===== src/rtl/if_id_queue.sv =====
// ----------------------------------------------------------------------------
// if_id_queue
//
// In-order instruction queue between fetch and decode. Fetch pushes one
// {pc, inst} pair per cycle under a valid/ready handshake. Decode sees the
// oldest entry, or a canonical NOP when the queue is empty. A flush drops every
// buffered entry, for example on a redirect.
//
// Parameters
//   DEPTH     number of entries (power of two, >= 2)
//   NOP_INST  word presented on id_inst while the queue is empty
//
// Ports
//   clk       clock, all state changes on the rising edge
//   rst_n     synchronous active-low reset (pointers and count only)
//   if_valid  fetch offers if_inst/if_pc this cycle
//   if_inst   fetched instruction word
//   if_pc     PC of if_inst
//   if_ready  queue can accept (not full)
//   id_valid  head entry valid toward decode
//   id_inst   head instruction, NOP_INST when empty
//   id_pc     head PC, zero when empty
//   id_ready  decode consumes the head this cycle
//   flush     discard all entries
//   count     number of occupied entries
// ----------------------------------------------------------------------------
module if_id_queue #(
    parameter int          DEPTH    = 4,
    parameter logic [31:0] NOP_INST = 32'h0000_0013
) (
    input  logic                     clk,
    input  logic                     rst_n,
    input  logic                     if_valid,
    input  logic [31:0]              if_inst,
    input  logic [31:0]              if_pc,
    output logic                     if_ready,
    output logic                     id_valid,
    output logic [31:0]              id_inst,
    output logic [31:0]              id_pc,
    input  logic                     id_ready,
    input  logic                     flush,
    output logic [$clog2(DEPTH):0]   count
);

    localparam int PW = $clog2(DEPTH);
    localparam int CW = PW + 1;
    localparam logic [CW-1:0] FULL_CNT = CW'(DEPTH);

    // Each entry is {pc, inst}. The storage is deliberately not reset.
    logic [63:0]   mem_q [DEPTH];

    logic [PW-1:0] wp_q, wp_d;
    logic [PW-1:0] rp_q, rp_d;
    logic [CW-1:0] count_q, count_d;

    logic          full;
    logic          empty;
    logic          push;
    logic          pop;
    logic          wr_en;
    logic [63:0]   head;

    always_comb begin
        full    = (count_q == FULL_CNT);
        empty   = (count_q == '0);
        push    = if_valid && !full;
        pop     = id_ready && !empty;

        wp_d    = wp_q;
        rp_d    = rp_q;
        count_d = count_q;
        wr_en   = 1'b0;

        if (flush) begin
            // A flush drops the queue. Any push or pop in the same cycle is
            // ignored, and nothing is written.
            wp_d    = '0;
            rp_d    = '0;
            count_d = '0;
        end else begin
            if (push) begin
                // The write is also suppressed during reset, so a word offered
                // while rst_n is low never reaches storage.
                wr_en = rst_n;
                wp_d  = wp_q + 1'b1;
            end
            if (pop) begin
                rp_d = rp_q + 1'b1;
            end
            unique case ({push, pop})
                2'b10:   count_d = count_q + 1'b1;
                2'b01:   count_d = count_q - 1'b1;
                default: count_d = count_q;
            endcase
        end
    end

    always_ff @(posedge clk) begin
        if (!rst_n) begin
            wp_q    <= '0;
            rp_q    <= '0;
            count_q <= '0;
        end else begin
            wp_q    <= wp_d;
            rp_q    <= rp_d;
            count_q <= count_d;
        end
    end

    always_ff @(posedge clk) begin
        if (wr_en) begin
            mem_q[wp_q] <= {if_pc, if_inst};
        end
    end

    // The outputs depend only on registered state. Nothing is bypassed from
    // fetch to decode.
    assign head     = mem_q[rp_q];
    assign if_ready = !full;
    assign id_valid = !empty;
    assign id_inst  = empty ? NOP_INST : head[31:0];
    assign id_pc    = empty ? 32'h0 : head[63:32];
    assign count    = count_q;

endmodule


===== config.mk =====
export PLATFORM = sky130hd
export DESIGN_NAME = if_id_queue
export DESIGN_NICKNAME = d
export VERILOG_FILES = /design/src/rtl/if_id_queue.sv
export SDC_FILE = /design/constraint.sdc
export NUM_CORES = 1
export LEC_CHECK = 0
export ABC_AREA = 1
export CAP_MARGIN = 20
export CELL_PAD_IN_SITES_DETAIL_PLACEMENT = 0
export CELL_PAD_IN_SITES_GLOBAL_PLACEMENT = 1
export CORE_AREA = 10 10 132 194
export CTS_CLUSTER_DIAMETER = 30
export CTS_CLUSTER_SIZE = 14
export DETAILED_ROUTE_END_ITERATION = 10
export DIE_AREA = 0 0 142 204
export PLACE_DENSITY = 0.91
export SYNTH_ARGS = -nofsm -noshare
export SYNTH_HDL_FRONTEND = slang
export SYNTH_SLANG_ARGS = --single-unit
export TNS_END_PERCENT = 5

===== constraint.sdc =====
create_clock -name clk -period 7.7 [get_ports clk]
set_input_delay 1.155 -clock clk [delete_from_list [all_inputs] [get_ports clk]]
set_output_delay 1.155 -clock clk [all_outputs]
set_load 0.01 [all_outputs]

==> reports/results.tsv, run 1 <==
stage	metric	value	unit
routing	Post-Route WL	23000	microns
sta	RSZ-0062 raised after global routing	no	
logic_synthesis	Seq cells post-synth	265	
cells_and_area	Util after Layout	59.6	%
routing	1st-iter DRT viols	553	
grt	GRT Total Usage	15.7	%
worst_setup_path	worst endpoint data arrival time	3700	ps
logic_synthesis	Synth cell types	19	
floorplan	core area	0.0221	sq mm
sta	final setup TNS	0	ps
clocking	Max clock buf depth	3	
placement	RD Place Congestion	0.737	
worst_setup_path	R2R setup slack	4700	ps
grt	first-pass GRT wire length	36300	microns
logic_synthesis	Synth Net Count	903	
sta	f_max	0.206	GHz
clocking	root buffer cell	clkbuf_16	
power_and_ir_drop	Clock power frac	47.7	%
sta	final worst path period need	4850	ps
sta	Final Max Tran Viols	0	
cells_and_area	commonest non-fill, non-tap cell in the layout	edfxtp_1	
logic_synthesis	cell count after synthesis	828	
floorplan	Horiz. Die Dim	142	microns
power_and_ir_drop	Pint	2740	uW
logic_synthesis	register area share after synthesis	75.3	%
cells_and_area	share of cells above drive strength 1	7.97	%
worst_setup_path	cells on worst reg2reg path	5	
worst_setup_path	CP Class	reg2out	
grt	most used routing layer	met2	
clocking	Post-CTS Hold Buffers	0	
floorplan	initial core utilization	47.2	%
clocking	PostCTS Resize Cnt	0	
logic_synthesis	post-synthesis adder-cell area fraction	0.791	%
clocking	CTS Buf Count	36	
worst_setup_path	worst-path fanout max	71	
cells_and_area	most frequent cells in the layout	edfxtp_1 (256), nor2_1 (255), clkdlybuf4s50_1 (137), o21ai_0 (122), a21oi_1 (70)	
sta	endpoints failing hold	0	
grt	vias in the first global route	7025	
grt	largest net degree at the start of global routing	72	
power_and_ir_drop	Comb pwr share	6.2	%
power_and_ir_drop	Max IR drop VDD	0.113	mV
grt	M2 GR Usage	28.0	%
power_and_ir_drop	static leakage	0.00447	uW
routing	drt pass-1 iters	4	
grt	initial antenna violation count	2	
logic_synthesis	main combinational cell family by area after synthesis	simple AND/OR/NAND/NOR gates	
clocking	clock latency at the later pin of the worst-skew pair	490	ps
placement	hpwl dp	12700	microns
routing	via count	6560	
worst_setup_path	CP endpoint	id_pc[19]	
sta	Setup-failing EPs final	0	
worst_setup_path	Critical Path RT	6550	ps
sta	Clock Skew	15.3	ps
grt	grt ovf	0	
logic_synthesis	synth warn	0	
logic_synthesis	synthesized area	0.0104	sq mm
floorplan	Die Span Y	204	microns
hold_path	hold path cells	2	
sta	Least-Margin Pin Slew	1000	ps
power_and_ir_drop	sw power	745	uW
run	Max-cap violations	0	
cells_and_area	layout filler cell count	1721	
placement	IO Port Bufs	137	
sta	crit share post-route	63.0	%
power_and_ir_drop	Flop pwr share	46.1	%
clocking	Clock transition at path regs	60	ps
grt	GR Util met1	17.6	%
cells_and_area	Storage cell area	0.00787	sq mm
floorplan	total I/O pin count	138	
clocking	H-tree depth	2	
worst_setup_path	worst reg2reg startpoint	count[1]	
worst_setup_path	reg2reg end	mem_q[3][28]	
cells_and_area	Area Overhead vs Synth	26.3	%
hold_path	worst hold path class	reg2reg	
logic_synthesis	post-synthesis compound-gate area fraction	9.51	%
cells_and_area	area of the multi-input gates	0.00221	sq mm
power_and_ir_drop	switch share	21.4	%
worst_setup_path	Worst Setup End Kind	output port	
logic_synthesis	multiplexer share of the synthesized area	0	%
power_and_ir_drop	PD cells	264	mW/mm^2
routing	DRC	0	
worst_setup_path	Startpoint Class	flip-flop	
status	status	completed	
logic_synthesis	syn_area_per_cell	12.6	sq um
grt	met3 GRT Util	3.72	%
logic_synthesis	Simple-Gate Fraction of Synth Area	10.5	%
cells_and_area	Nets	1040	
routing	post-DR wirelength/cell	18.1	microns
routing	Final ANT Viol Nets	0	
clocking	# Post-CTS Setup Buffers	0	
clocking	CTS tree	built	
floorplan	row count	67	
floorplan	total die area	0.0290	sq mm
sta	Slew headroom	33.3	%
logic_synthesis	Synth Area in XOR/XNOR	0	%
clocking	CTS sink count	265	
routing	Via-to-Cell Ratio	5.17	
-- stage by stage --
stage	setup WS (ps)	cells	total power (uW)	hold slack, ps	cell area, sq um
after CTS	2820	1267	3520	487	13200
after detailed placement	3330	1203	1860	478	11900
after floorplan	2890	828	1730	460	10400
after global routing	2540	1267	3600	544	13200
after global placement	3380	1203	1860	477	11900
final	2850	1269	3490	486	13200
-- registers in the layout (all words and copies together) (netlist names), named ones only --
register / flops
mem_q: 256
count: 3
rp_q: 2
wp_q: 2
-- routing by layer --
layer | wire length (microns) | vias to the layer above
li1 | - | 3194
met1 | 8830 | 3166
met2 | 12200 | 162
met3 | 1360 | 38
met4 | 582 | 0
met5 | 0 | -
-- cells in the mapped netlist, drive strengths merged --
cell type  count  share of area [%]
nand3b         1              0.072
a21boi         1              0.072
dfxtp          9                1.7
clkbuf        10               0.36
ha             5               0.60
nand2         27               0.97
inv           21               0.75
nor2         259                9.3
edfxtp       256                 74
fa             1               0.19
nand3          4               0.19
buf           37                2.7
a21oi         70                3.4
o21ai        127                6.1
-- power groups by stage --
stage	clock network, uW	registers (uW)	logic [uW]
after global placement	0	1640	218
after CTS	1690	1610	221
final	1660	1610	217
after detailed placement	0	1640	220
after floorplan	0	1640	91.9
after global routing	1750	1610	240
-- kinds of logic (layout without fill, tap and decap cells) --
logic type,after synthesis,after routing
other,0,2
adders and majority gates,6,6
buffers and inverters,68,231
and+or+nand+nor,291,291
DFF,265,265
AOI/OAI and AO/OA,198,198
-- layout make-up --
type,instances,area share (%)
inverters,21,0.607
repair buffers,146,10.9
multi-input cells,495,16.7
clock buffers,41,7.21
well taps,276,2.62
diodes,2,0.0379
flip-flops and latches,265,59.7
clock inverters,23,2.22
-- worst max-delay path: stages (launching register included) --
cell	delay [ps]
dfxtp_4	800
clkinv_2	790
buf_4	560
o21ai_0	300
a21oi_1	130
clkdlybuf4s50_1	530
-- how the worst min path moves through the flow --
stage             from         to
2_1_floorplan  rp_q[1]  flip-flop
3_3_place_gp   rp_q[1]  flip-flop
3_5_place_dp   rp_q[1]  flip-flop
4_1_cts        rp_q[1]  flip-flop
5_1_grt        rp_q[1]  flip-flop
6_report       rp_q[1]  flip-flop
Power figures use the tool's default switching activity.
==> inputs of run 2 (changes only) <==
- CORE_AREA: 10 10 132 194 -> 10 10 143 211
- DIE_AREA: 0 0 142 204 -> 0 0 153 221
- PLACE_DENSITY: 0.91 -> 0.82
- clock period: 7.7 -> 4.1 ns (I/O delays scaled with it)
==> run 2 against run 1 <==
Effect of this change:
- utilization fell by 8.5 points
- setup slack got worse by 2400 ps
- hold slack barely moved
- total power rose by 92%
- clock skew fell by 2.2 ps
- critical endpoint is now id_pc[20]
- highest routed layer unchanged
==> reports/results.tsv, run 2 (synthesis gave the netlist of run 1 again) <==
stage	metric	value	unit	change
sta	setup slack after layout	478	ps	-2370 ps
worst_setup_path	worst endpoint data arrival time	3010	ps	-690 ps
floorplan	total die area	0.0338	sq mm	+17%
cells_and_area	Largest register FFs	256		unchanged
hold_path	worst hold path class	reg2reg		
sta	crit share post-route	88.3	%	
power_and_ir_drop	static leakage	0.00456	uW	+2.0%
cells_and_area	Util after Layout	51.1	%	-8.5 points
worst_setup_path	R2R setup slack	2130	ps	-2570 ps
clocking	Post-CTS Hold Buffers	0		unchanged
worst_setup_path	worst-path fanout max	60		-15%
sta	Least-Margin Pin Slew	858	ps	-143 ps
sta	RSZ-0062 raised after global routing	no		
worst_setup_path	reg2reg end	count[2]		
routing	drt pass-1 iters	4		unchanged
clocking	CTS sink count	265		unchanged
sta	Setup-failing EPs final	0		unchanged
clocking	CTS Buf Count	38		+5.6%
cells_and_area	share of cells above drive strength 1	8.20	%	+0.23 points
sta	Clock Skew	13.1	ps	-2.18 ps
cells_and_area	commonest non-fill, non-tap cell in the layout	edfxtp_1		
routing	Final ANT Viol Nets	0		unchanged
routing	DRC	0		unchanged
floorplan	initial core utilization	39.7	%	-7.5 points
worst_setup_path	Worst Setup End Kind	output port		
clocking	# Post-CTS Setup Buffers	0		unchanged
cells_and_area	most frequent cells in the layout	edfxtp_1 (256), nor2_1 (255), clkdlybuf4s50_1 (137), o21ai_0 (122), a21oi_1 (70)		
cells_and_area	Nets	1046		+0.58%
routing	post-DR wirelength/cell	17.6	microns	-3.0%
clocking	Clock transition at path regs	50	ps	about the same
placement	worst slack, placed	944	ps	-2390 ps
floorplan	Horiz. Die Dim	153	microns	+7.7%
clocking	PostCTS Resize Cnt	0		unchanged
placement	placed instance count	1268		+5.4%
run	Max-cap violations	0		unchanged
sta	endpoints failing hold	0		unchanged
worst_setup_path	worst reg2reg startpoint	count[1]		
routing	1st-iter DRT viols	464		-16%
placement	hpwl dp	13100	microns	+3.2%
clocking	clock latency at the later pin of the worst-skew pair	510	ps	+20 ps
cells_and_area	ANT cells	0		-2
sta	Final Max Tran Viols	0		unchanged
routing	Post-Route WL	23500	microns	+2.1%
sta	f_max	0.276	GHz	
cells_and_area	largest register by flop count	mem_q		
status	status	completed		
cells_and_area	Layout Cells excl Fill	1337		+5.4%
power_and_ir_drop	Max IR drop VDD	0.270	mV	+140%
grt	initial antenna violation count	0		-2
worst_setup_path	cells on worst reg2reg path	13		+8
clocking	Max clock buf depth	3		unchanged
grt	GRT Total Usage	13.6	%	-2.2 points
sta	Slew headroom	42.8	%	+9.5 points
clocking	H-tree depth	2		unchanged
power_and_ir_drop	PD cells	498	mW/mm^2	+88%
worst_setup_path	Critical Path RT	3480	ps	-3070 ps
floorplan	total I/O pin count	138		unchanged
grt	vias in the first global route	6863		-2.3%
routing	Via-to-Cell Ratio	4.90		-5.1%
floorplan	Die Span Y	221	microns	+8.3%
clocking	root buffer cell	clkbuf_16		
sta	final setup TNS	0	ps	unchanged
sta	final worst path period need	3620	ps	
placement	RD Place Congestion	0.721		-2.2%
hold_path	hold path cells	2		unchanged
clocking	CTS tree	built		
hold_path	HP Start	rp_q[1]		
placement	IO Port Bufs	137		unchanged
worst_setup_path	Startpoint Class	flip-flop		
grt	largest net degree at the start of global routing	71		-1.4%
grt	grt ovf	0		unchanged
floorplan	row count	73		+9.0%
worst_setup_path	CP Class	reg2out		
cells_and_area	Area Overhead vs Synth	28.7	%	
routing	via count	6557		-0.046%
sta	Hold Slack	486	ps	-0.0670 ps
floorplan	core area	0.0263	sq mm	+19%
grt	first-pass GRT wire length	37000	microns	+1.8%
## run 2: critical path: stages (launching register included)
cell	delay [ps]
dfxtp_4	780
clkinv_2	440
buf_4	390
o21ai_0	220
a21oi_1	140
clkdlybuf4s50_1	520
## run 2: worst max-delay path by stage
stage               slack [ps]      start  cells after the start           to
floorplan                 -170   if_valid                      3  mem_q[0][0]
global placement          1000  flip-flop                      5    id_pc[20]
detailed placement         940  flip-flop                      5    id_pc[20]
CTS                        400  flip-flop                      5    id_pc[20]
global route               230  flip-flop                      5     id_pc[5]
finish                     480  flip-flop                      5    id_pc[20]
## run 2: routing by layer
layer	track usage, %	part of all wire (%)	routed length [microns]
met3	3.65	5.6	1310
met2	24.4	53	12500
met1	14.7	38	8980
met5	0	0	0
met4	5.60	2.8	660
## run 2: per-stage QoR
step / area [sq um] / power, uW
after floorplan: 10400 / 3240
after global placement: 12100 / 3490
after detailed placement: 12100 / 3500
after CTS: 13400 / 6780
after global routing: 13400 / 6930
final: 13400 / 6690
## run 2: area by class of cell
type / instances / area (sq um)
fill: 2245 / 12900
clock buffer: 49 / 1070
clock inverter: 20 / 239
inverter: 21 / 80.1
tap: 337 / 422
sequential: 265 / 7870
timing repair buffer: 150 / 1560
multi-input combinational: 495 / 2210
## run 2: power by group
| group | internal [uW] | switching, uW | total (uW) |
|---|---|---|---|
| combinational | 195 | 222 | 417 |
| clock | 2110 | 1150 | 3260 |
| sequential | 3010 | 14.7 | 3020 |
| total | 5310 | 1380 | 6690 |
==> inputs of run 3 (changes only) <==
- CORE_AREA: 10 10 143 211 -> 2 2 135 203
- DIE_AREA: 0 0 153 221 -> 0 0 137 205
- GPL_ROUTABILITY_DRIVEN: unset -> 0
==> run 3 against run 2 <==
Effect of this change:
- sequential cell count stayed put
- routed wire length is 4.2% lower
- total power is 11% lower
- setup slack better by 130 ps
- via count is 0.14% lower
- register-to-register slack worse by 300 ps
==> reports/results.tsv, run 3 (synthesis gave the netlist of run 1 again) <==
stage	metric	value	unit	change
status	status	completed		
clocking	# Post-CTS Setup Buffers	0		unchanged
clocking	clock latency at the later pin of the worst-skew pair	540	ps	+30 ps
cells_and_area	most frequent cells in the layout	edfxtp_1 (256), nor2_1 (255), clkdlybuf4s50_1 (137), o21ai_0 (122), a21oi_1 (70)		
sta	Hold Slack	480	ps	-5.99 ps
routing	post-DR wirelength/cell	17.0	microns	-3.3%
hold_path	worst hold path class	reg2reg		
hold_path	hold path cells	2		unchanged
sta	Final Max Tran Viols	0		unchanged
routing	1st-iter DRT viols	351		-24%
routing	DRC	0		unchanged
routing	via count	6548		-0.14%
floorplan	initial core utilization	39.7	%	unchanged
floorplan	total I/O pin count	138		unchanged
cells_and_area	commonest non-fill, non-tap cell in the layout	edfxtp_1		
worst_setup_path	Critical Path RT	3480	ps	about the same
sta	f_max	0.286	GHz	+3.6%
cells_and_area	ANT cells	0		unchanged
floorplan	row count	73		unchanged
cells_and_area	Largest register FFs	256		unchanged
clocking	CTS Buf Count	31		-18%
floorplan	Die Span Y	205	microns	-7.2%
clocking	PostCTS Resize Cnt	0		unchanged
cells_and_area	Nets	1041		-0.48%
worst_setup_path	Worst Setup End Kind	output port		
floorplan	core area	0.0263	sq mm	unchanged
floorplan	Horiz. Die Dim	137	microns	-10%
cells_and_area	share of cells above drive strength 1	7.29	%	-0.91 points
cells_and_area	Area Overhead vs Synth	25.1	%	
worst_setup_path	reg2reg end	mem_q[2][31]		
worst_setup_path	Startpoint Class	flip-flop		
placement	hpwl dp	13200	microns	+0.61%
cells_and_area	layout filler cell count	2245		unchanged
worst_setup_path	worst-path fanout max	50		-17%
routing	Via-to-Cell Ratio	4.94		+0.77%
grt	largest net degree at the start of global routing	65		-8.5%
worst_setup_path	worst reg2reg startpoint	count[1]		
floorplan	total die area	0.0281	sq mm	-17%
grt	GRT Total Usage	16.1	%	+2.5 points
clocking	H-tree depth	1		-1
worst_setup_path	worst endpoint data arrival time	2880	ps	-130 ps
placement	IO Port Bufs	137		unchanged
cells_and_area	Final Cell Area	0.0131	sq mm	-2.8%
routing	drt pass-1 iters	5		+1
sta	crit share post-route	85.3	%	-3.1 points
power_and_ir_drop	static leakage	0.00440	uW	-3.5%
routing	Final ANT Viol Nets	0		unchanged
grt	vias in the first global route	6862		-0.015%
cells_and_area	largest register by flop count	mem_q		
cells_and_area	Layout Cells excl Fill	1325		-0.90%
clocking	Clock transition at path regs	60	ps	about the same
power_and_ir_drop	PD cells	456	mW/mm^2	-8.5%
sta	endpoints failing hold	0		unchanged
clocking	root buffer cell	clkbuf_16		
power_and_ir_drop	Max IR drop VDD	0.282	mV	+4.2%
worst_setup_path	CP Class	reg2out		
grt	grt ovf	0		unchanged
clocking	Max clock buf depth	3		unchanged
grt	first-pass GRT wire length	34700	microns	-6.2%
clocking	Post-CTS Hold Buffers	0		unchanged
clocking	CTS sink count	265		unchanged
clocking	CTS tree	built		
placement	post-place instance area	0.0121	sq mm	-0.29%
sta	Least-Margin Pin Slew	832	ps	-26.0 ps
sta	final worst path period need	3500	ps	-125 ps
worst_setup_path	cells on worst reg2reg path	5		-8
sta	Clock Skew	9.72	ps	-3.41 ps
run	Max-cap violations	0		unchanged
worst_setup_path	R2R setup slack	1830	ps	-300 ps
hold_path	HP Start	rp_q[1]		
sta	Setup-failing EPs final	0		unchanged
sta	Slew headroom	44.5	%	+1.7 points
sta	RSZ-0062 raised after global routing	no		
routing	Post-Route WL	22500	microns	-4.2%
grt	initial antenna violation count	0		unchanged
placement	placed instance count	1270		+0.16%
## run 3: layer usage
| metal | up-vias | wire length (microns) | GRT usage, % |
|---|---|---|---|
| li1 | 3190 | - | - |
| met1 | 3130 | 8740 | 18.3 |
| met2 | 178 | 11600 | 29.1 |
| met3 | 50 | 1340 | 2.72 |
| met4 | 0 | 799 | 7.47 |
| met5 | - | 0 | 0 |
## run 3: final cells by class
cell class | count | area [sq um] | share of cell area [%]
Sequential cell | 265 | 7870 | 60.3
Multi-Input combinational cell | 495 | 2210 | 16.9
Timing Repair Buffer | 152 | 1520 | 11.6
Clock buffer | 37 | 808 | 6.19
Tap cell | 337 | 422 | 3.23
Clock inverter | 18 | 155 | 1.19
Inverter | 21 | 80.1 | 0.613
## run 3: power by group
part	leakage [uW]	internal [uW]	switching (uW)	total, uW
Combinational	0.00154	192	223	416
Clock	0.000471	1480	1040	2520
Sequential	0.00239	3000	12.6	3020
## run 3: worst max-delay path: stages (launching register included)
cell and delay (ps):
dfxtp_4 620, buf_4 530, nor2_1 100, nor2_1 90, o21ai_0 90, a21oi_1 290
clkdlybuf4s50_1 600
## run 3: worst max-delay path by stage
stage	from	cells after the start	slack [ps]	to
6_report	flip-flop	6	600	id_pc[28]
5_1_grt	flip-flop	6	400	id_inst[3]
4_1_cts	flip-flop	6	570	id_pc[28]
3_5_place_dp	if_valid	5	1150	mem_q[2][51]
3_3_place_gp	flip-flop	6	1150	id_pc[20]
2_1_floorplan	if_valid	3	-170	mem_q[0][0]
## run 3: metrics by stage
| step | power [uW] | TNS [ps] | setup WS (ps) | util, % |
|---|---|---|---|---|
| after global routing | 6150 | 0 | 400 | 49.7 |
| after floorplan | 3240 | -43760 | -171 | - |
| final | 5950 | 0 | 603 | 49.7 |
| after CTS | 6010 | 0 | 568 | 49.7 |
| after global placement | 3490 | 0 | 1150 | 46.0 |
| after detailed placement | 3490 | 0 | 1150 | 46.0 |
